--- config.mk ---
export PLATFORM = sky130hd
export DESIGN_NAME = ifetch_queue_flat
export DESIGN_NICKNAME = d
export VERILOG_FILES = /design/src/rtl/ifetch_queue_if.sv /design/src/rtl/ifetch_queue.sv /design/src/flat_wrapper.sv
export SDC_FILE = /design/constraint.sdc
export NUM_CORES = 1
export LEC_CHECK = 0
export ABC_AREA = 1
export CORE_UTILIZATION = 56
export DETAILED_ROUTE_END_ITERATION = 8
export PLACE_DENSITY = 0.78
export SYNTH_ARGS = -nofsm -noshare
export SYNTH_HDL_FRONTEND = slang
export SYNTH_SLANG_ARGS = --single-unit
--- constraint.sdc ---
create_clock -name clk -period 10.2 [get_ports clk]
set_input_delay 2.04 -clock clk [delete_from_list [all_inputs] [get_ports clk]]
set_output_delay 2.04 -clock clk [all_outputs]
set_load 0.01 [all_outputs]
--- src/rtl/ifetch_queue_if.sv ---
`default_nettype none
// ============================================================================
// ifetch_queue_if : redirect, instruction-memory and datapath-side bundle
// Revision: 1.0
// ============================================================================
interface ifetch_queue_if;
  logic        redirect_valid;
  logic [63:0] redirect_pc;
  logic        imem_req_valid;
  logic [63:0] imem_req_addr;
  logic        imem_req_ready;
  logic        imem_resp_valid;
  logic [31:0] imem_resp_data;
  logic        inst_valid;
  logic [31:0] inst_data;
  logic [63:0] inst_pc;
  logic        inst_ready;

  modport master (
    input  redirect_valid, redirect_pc, imem_req_ready, imem_resp_valid,
           imem_resp_data, inst_ready,
    output imem_req_valid, imem_req_addr, inst_valid, inst_data, inst_pc
  );

  modport slave (
    output redirect_valid, redirect_pc, imem_req_ready, imem_resp_valid,
           imem_resp_data, inst_ready,
    input  imem_req_valid, imem_req_addr, inst_valid, inst_data, inst_pc
  );
endinterface
`default_nettype wire

--- src/rtl/ifetch_queue.sv ---
`default_nettype none
// ============================================================================
// ifetch_queue : credit-based instruction fetcher with in-order response queue
// Revision: 1.0
// ============================================================================
module ifetch_queue #(
  parameter logic [63:0] RESET_PC = 64'h0,
  parameter int unsigned DEPTH    = 4
) (
  input  wire logic      clk,
  input  wire logic      rst,
  ifetch_queue_if.master bus
);
  localparam int unsigned     c_AW      = $clog2(DEPTH);
  localparam int unsigned     c_CW      = c_AW + 1;
  localparam logic [31:0]     c_NOP     = 32'h0000_0013;
  localparam logic [c_CW:0]   c_CREDITS = DEPTH[c_CW:0];
  localparam logic [c_CW-1:0] c_CNT_ONE = 1;
  localparam logic [c_AW-1:0] c_PTR_ONE = 1;

  typedef enum logic [0:0] {
    ST_FETCH = 1'b0,
    ST_DRAIN = 1'b1
  } state_t;

  state_t          r_state;
  state_t          w_state_nxt;
  logic [63:0]     r_fetch_pc;
  logic [63:0]     r_resp_pc;
  logic [c_CW-1:0] r_outstanding;
  logic [c_CW-1:0] r_drop_cnt;
  logic [c_CW-1:0] r_count;
  logic [c_AW-1:0] r_wptr;
  logic [c_AW-1:0] r_rptr;
  logic [31:0]     r_q_data [DEPTH];
  logic [63:0]     r_q_pc   [DEPTH];

  logic            w_req_valid;
  logic            w_req_hs;
  logic            w_resp;
  logic            w_push;
  logic            w_pop;
  logic            w_credit_ok;
  logic            w_inst_valid;
  logic [c_CW-1:0] w_out_after_resp;
  logic [c_CW-1:0] w_drop_nxt;
  logic [63:0]     w_redirect_pc;
  logic            w_unused_pc_lsb;

  assign w_redirect_pc    = {bus.redirect_pc[63:2], 2'b00};
  assign w_unused_pc_lsb  = ^bus.redirect_pc[1:0];
  assign w_resp           = bus.imem_resp_valid && (r_outstanding != '0);
  assign w_out_after_resp = r_outstanding - {{(c_CW-1){1'b0}}, w_resp};
  // Every outstanding request owns a queue slot, so responses never overflow.
  assign w_credit_ok      = ({1'b0, r_count} + {1'b0, r_outstanding}) < c_CREDITS;

  assign w_req_hs = bus.imem_req_valid && bus.imem_req_ready;
  assign w_push   = (r_state == ST_FETCH) && w_resp && !bus.redirect_valid;
  assign w_pop    = (r_count != '0) && bus.inst_ready && !bus.redirect_valid;

  always_ff @(posedge clk) begin
    if (rst) r_state <= ST_FETCH;
    else     r_state <= w_state_nxt;
  end

  always_comb begin
    w_state_nxt = r_state;
    w_req_valid = 1'b0;
    w_drop_nxt  = r_drop_cnt;
    if (bus.redirect_valid) begin
      // A response landing with the redirect is already discarded, so not counted.
      w_drop_nxt  = w_out_after_resp;
      w_state_nxt = (w_out_after_resp != '0) ? ST_DRAIN : ST_FETCH;
    end else begin
      case (r_state)
        ST_FETCH: w_req_valid = w_credit_ok;
        ST_DRAIN: begin
          if (w_resp) w_drop_nxt = r_drop_cnt - c_CNT_ONE;
          if (w_drop_nxt == '0) w_state_nxt = ST_FETCH;
        end
        default: w_state_nxt = ST_FETCH;
      endcase
    end
  end

  always_ff @(posedge clk) begin
    if (rst) begin
      r_fetch_pc    <= RESET_PC;
      r_resp_pc     <= RESET_PC;
      r_outstanding <= '0;
      r_drop_cnt    <= '0;
      r_count       <= '0;
      r_wptr        <= '0;
      r_rptr        <= '0;
    end else begin
      r_outstanding <= r_outstanding + {{(c_CW-1){1'b0}}, w_req_hs}
                                     - {{(c_CW-1){1'b0}}, w_resp};
      r_drop_cnt    <= w_drop_nxt;
      if (bus.redirect_valid) begin
        r_fetch_pc <= w_redirect_pc;
        r_resp_pc  <= w_redirect_pc;
        r_count    <= '0;
        r_wptr     <= '0;
        r_rptr     <= '0;
      end else begin
        if (w_req_hs) r_fetch_pc <= r_fetch_pc + 64'd4;
        // Requests are sequential between redirects, so one running PC tags responses.
        if (w_push) begin
          r_resp_pc <= r_resp_pc + 64'd4;
          r_wptr    <= r_wptr + c_PTR_ONE;
        end
        if (w_pop) r_rptr <= r_rptr + c_PTR_ONE;
        case ({w_push, w_pop})
          2'b10:   r_count <= r_count + c_CNT_ONE;
          2'b01:   r_count <= r_count - c_CNT_ONE;
          default: r_count <= r_count;
        endcase
      end
    end
  end

  always_ff @(posedge clk) begin
    if (w_push) begin
      r_q_data[r_wptr] <= bus.imem_resp_data;
      r_q_pc[r_wptr]   <= r_resp_pc;
    end
  end

  assign w_inst_valid       = !rst && (r_count != '0);
  assign bus.inst_valid     = w_inst_valid;
  assign bus.inst_data      = w_inst_valid ? r_q_data[r_rptr] : c_NOP;
  assign bus.inst_pc        = w_inst_valid ? r_q_pc[r_rptr] : 64'h0;
  assign bus.imem_req_valid = w_req_valid && !rst;
  assign bus.imem_req_addr  = r_fetch_pc;
endmodule
`default_nettype wire
--- src/flat_wrapper.sv ---
// flat-port wrapper written by rule: the top's interface ports become plain ports
module ifetch_queue_flat 
#(
  parameter logic [63:0] RESET_PC = 64'h0,
  parameter int unsigned DEPTH    = 4
)
  (clk, rst, bus_redirect_valid, bus_redirect_pc, bus_imem_req_ready, bus_imem_resp_valid, bus_imem_resp_data, bus_inst_ready, bus_imem_req_valid, bus_imem_req_addr, bus_inst_valid, bus_inst_data, bus_inst_pc);
  ifetch_queue_if bus_i ();
  input  wire logic clk;
  input  wire logic rst;
  input wire logic [$bits(bus_i.redirect_valid)-1:0] bus_redirect_valid;
  input wire logic [$bits(bus_i.redirect_pc)-1:0] bus_redirect_pc;
  input wire logic [$bits(bus_i.imem_req_ready)-1:0] bus_imem_req_ready;
  input wire logic [$bits(bus_i.imem_resp_valid)-1:0] bus_imem_resp_valid;
  input wire logic [$bits(bus_i.imem_resp_data)-1:0] bus_imem_resp_data;
  input wire logic [$bits(bus_i.inst_ready)-1:0] bus_inst_ready;
  output wire logic [$bits(bus_i.imem_req_valid)-1:0] bus_imem_req_valid;
  output wire logic [$bits(bus_i.imem_req_addr)-1:0] bus_imem_req_addr;
  output wire logic [$bits(bus_i.inst_valid)-1:0] bus_inst_valid;
  output wire logic [$bits(bus_i.inst_data)-1:0] bus_inst_data;
  output wire logic [$bits(bus_i.inst_pc)-1:0] bus_inst_pc;
  assign bus_i.redirect_valid = bus_redirect_valid;
  assign bus_i.redirect_pc = bus_redirect_pc;
  assign bus_i.imem_req_ready = bus_imem_req_ready;
  assign bus_i.imem_resp_valid = bus_imem_resp_valid;
  assign bus_i.imem_resp_data = bus_imem_resp_data;
  assign bus_i.inst_ready = bus_inst_ready;
  assign bus_imem_req_valid = bus_i.imem_req_valid;
  assign bus_imem_req_addr = bus_i.imem_req_addr;
  assign bus_inst_valid = bus_i.inst_valid;
  assign bus_inst_data = bus_i.inst_data;
  assign bus_inst_pc = bus_i.inst_pc;
  ifetch_queue #(.RESET_PC(RESET_PC), .DEPTH(DEPTH)) u_core (.clk(clk), .rst(rst), .bus(bus_i));
endmodule
==> results.txt <==
Total iterations of the first detailed-routing run = 7
CTS tree = built
IR drop worst, VDD = 0.0001253 V
Slowest CP cell = buf_4
Reg2Reg Depth = 8
Clk sink count = 516
Fmax = 149.9 MHz
H-tree depth = 2
Syn Std Cell Area = 0.02449 sq mm
Critical-path maximum fanout = 63
IO Port Bufs = 257
Flops & latches, synth = 516
Data arrival time of the worst path = 4630 ps
Chip width = 211.1 microns
Worst EP required = 8160 ps
Iteration-0 DRC Markers = 2045
Starting density of the core = 56.86%
Startpoint class of the critical path = input pin
Clk Tree Root Cell = clkbuf_16
Worst hold path depth = 2
Register area share after synthesis = 57.54%
Async S/R FF share, synth = 0%
TritonCTS buffer count = 51
Min-Delay Startpoint = u_core.r_rptr[1]
Design Area, Final = 0.02922 sq mm
Post-synth top flop = edfxtp_1
P_leak = 10.09 nW
Final core occ = 67.84%
Critical path's top delay family = buffers and inverters
Final period util = 65.39%
Logic gate share of total power = 11.6%
Core box area = 0.04308 sq mm
Cell accounting for the most synthesized area = edfxtp_1
Number of global-route vias before repair = 19.84k
DR vias/cell = 5.753
Worst clock skew = 27.92 ps
Final RePlAce weighted congestion = 1.007
Clock Power Share = 39.2%
Top Ports = 264
Placed Area = 0.02741 sq mm
PwrDens = 176.4 mW/mm^2
Slowest cell delay on critical path = 730 ps
Placed Cells = 3517
First-pass GRT wire length = 111.3 mm
Die ar. = 0.04458 sq mm
Synthesis-to-layout area growth = 19.30%
Final Slew Violations = 0
Reg2reg start = u_core.r_outstanding[1]
Critical path, cell by cell = buf_2 > nor2_1 > buf_4 > inv_2 > buf_4 > a21oi_1 > clkdlybuf4s50_1
FF-to-FF setup slack = 6800 ps
Top-area cell type share of the netlist area = 46.09%
CTS Buffer Depth = 3
Netlist cell types = 49
RSZ-0062 raised after global routing = no
Post-Synthesis Cells = 2780
Layout cell share with drive strength beyond 1 = 6.242%
Detail Placement HPWL = 49.44 mm
Initial antenna violation count = 0
Largest net degree at the start of global routing = 105
Crit path buf inv count = 5
Vias = 20.78k
Mapped Avg Cell Area = 8.811 sq um
Layout fillers = 3396
Grt ovf = 0
FF-to-FF End = u_core.r_q_data[0][7]
Worst slew margin = 19.21%
Sw power = 0.001346 W
Fin crit period = 6669 ps
Cell mode on critical path = buf_4
Multi-input gate area in the final layout = 0.009154 sq mm
Die Y = 211.1 microns
Final setup fails = 0
Remaining DRCs = 0
Syn. warnings = 0
Register clock-pin slew on the reported worst setup and hold paths = 60 ps
Int Pwr = 0.003810 W
Area contributors post-synth = edfxtp_1 (46%), dfxtp_1 (11%), nor2_1 (9.4%)
Critical path capture point type = output port
Hold crit path type = reg -> reg
Sequential Power Share = 49.3%
Routed wire length per instance = 20.44 microns
Total track usage = 32.86%
Slew @ Worst Pin = 1212 ps
Antenna diode count = 0
Routed wire length = 73.86 mm
CTS resizes = 0
Clk Latency, worst-skew pair = 610 ps
FF+latch area = 0.01410 sq mm
Run status = finished clean
Std-Cell Rows = 76
Fin. Hold Viols = 0
Routed Antenna Nets = 0
Sw frac = 26.11%
Max Cap Viol = 0
Setup bufs post-CTS = 0
Finished Layout Cells = 3613
Number of synthesized flops with an enable pin = 376
Critical path class = in -> out
Hold-fix buffers, CTS = 0
Setup TNS Final = 0 ps
NumNets Final = 3103
## routing by layer
metal / track usage [%] / share of wire [%] / up-vias
li1: - / - / 9755
met1: 43.52 / 41 / 9952
met2: 54.54 / 48 / 918
met3: 4.862 / 7.7 / 159
met4: 12.84 / 3.7 / 0
met5: 0 / 0 / -
## state kept, by name (all words and copies together), names as in the netlist, named ones only
signal	count
u_core.bus.imem_req_addr	62
u_core.r_state	1
u_core.r_rptr	2
u_core.r_resp_pc	62
u_core.r_wptr	2
u_core.r_q_data	128
u_core.r_count	3
u_core.r_q_pc	248
u_core.r_outstanding	3
u_core.r_drop_cnt	3
## cells in the mapped netlist (2+ instances only)
master / instances
o21ai_0: 273
nor2_4: 15
a21oi_1: 200
nand3b_1: 4
edfxtp_1: 376
nand4_1: 28
nand2_1: 462
nor2_1: 616
nand3_1: 126
nor3_2: 5
or2_2: 3
buf_1: 17
xor2_1: 31
nand2_2: 14
nor3_4: 2
ha_1: 14
buf_2: 31
inv_1: 185
o211ai_1: 2
o22ai_1: 12
nand2_4: 6
xnor2_1: 17
o21bai_1: 3
dfxtp_1: 140
nor2_2: 18
inv_2: 10
clkbuf_1: 64
o311ai_0: 3
a31oi_1: 30
fa_1: 2
nor3_1: 13
and2_1: 4
nand3_2: 4
o21ai_1: 25
buf_4: 11
## how the worst max path moves through the flow
stage / startpoint / to / cells past startpoint
floorplan: bus_redirect_valid / u_core.r_q_data[0][0] / 4
global placement: rst / bus_inst_pc[8] / 7
detailed placement: rst / bus_inst_pc[8] / 7
CTS: rst / bus_inst_pc[8] / 7
global route: rst / bus_inst_pc[8] / 7
finish: rst / bus_inst_pc[8] / 7
## power groups by stage
stage	clock network, W	registers, W	logic, W
2_1_floorplan	0	0.00254	0.000362
6_report	0.00202	0.00254	0.000597
4_1_cts	0.00204	0.00253	0.000595
3_5_place_dp	0	0.00258	0.000587
5_1_grt	0.00212	0.00255	0.000657
3_3_place_gp	0	0.00257	0.000568
## placed cells by master (no fill, tap or decap), types with 7 or more instances in the layout
cell | synthesis | final
xor2_1 | 31 | 31
nor2_2 | 18 | 19
nor2_1 | 616 | 611
clkbuf_1 | 64 | 15
clkdlybuf4s50_1 | 0 | 255
o21ai_1 | 25 | 25
nand4_1 | 28 | 28
nand2_1 | 462 | 462
nand3_1 | 126 | 126
o21ai_0 | 273 | 273
a21oi_1 | 200 | 200
nor3_1 | 13 | 13
clkbuf_8 | 0 | 7
ha_1 | 14 | 14
o22ai_1 | 12 | 12
clkbuf_16 | 0 | 53
buf_4 | 11 | 16
dfxtp_1 | 140 | 138
inv_2 | 10 | 10
nor2_4 | 15 | 19
edfxtp_1 | 376 | 376
nand2_2 | 14 | 14
bufinv_16 | 0 | 7
xnor2_1 | 17 | 17
a31oi_1 | 30 | 30
inv_1 | 185 | 184
## cell families after synthesis
| group | after synthesis | synth area share [%] |
|---|---|---|
| AO/OA/AOI/OAI | 553 | 11.68 |
| XOR/XNOR | 48 | 1.716 |
| adder cells (fa/ha/maj) | 16 | 0.8786 |
| buffers and inverters | 320 | 5.272 |
| flip-flops | 516 | 57.54 |
| other | 1 | 0.01531 |
| AND/OR/NAND/NOR | 1326 | 22.90 |
## final cells by class
type / instances / area share [%]
timing repair buffer: 273 / 9.180
inverter: 196 / 2.535
multi-input combinational: 1947 / 31.33
tap: 585 / 2.505
clock inverter: 21 / 1.139
sequential: 516 / 48.26
clock buffer: 75 / 5.061
## metrics by stage
stage          power (W)  hold slack [ps]  setup WS, ps
6_report        0.005156            483.3          3531
4_1_cts         0.005166            482.8          3553
2_1_floorplan   0.002904            436.4          3249
3_5_place_dp    0.003165            466.2          3538
3_3_place_gp    0.003136            439.3          3537
5_1_grt         0.005327            508.4          3460
## tightest hold or removal path, delay by kind of cell (launching register included)
| kind | cells | cell delay [ps] |
|---|---|---|
| flip-flops | 1 | 300 |
| AO/OA/AOI/OAI | 1 | 70 |
| buffers and inverters | 1 | 60 |
Power figures use the tool's default switching activity.
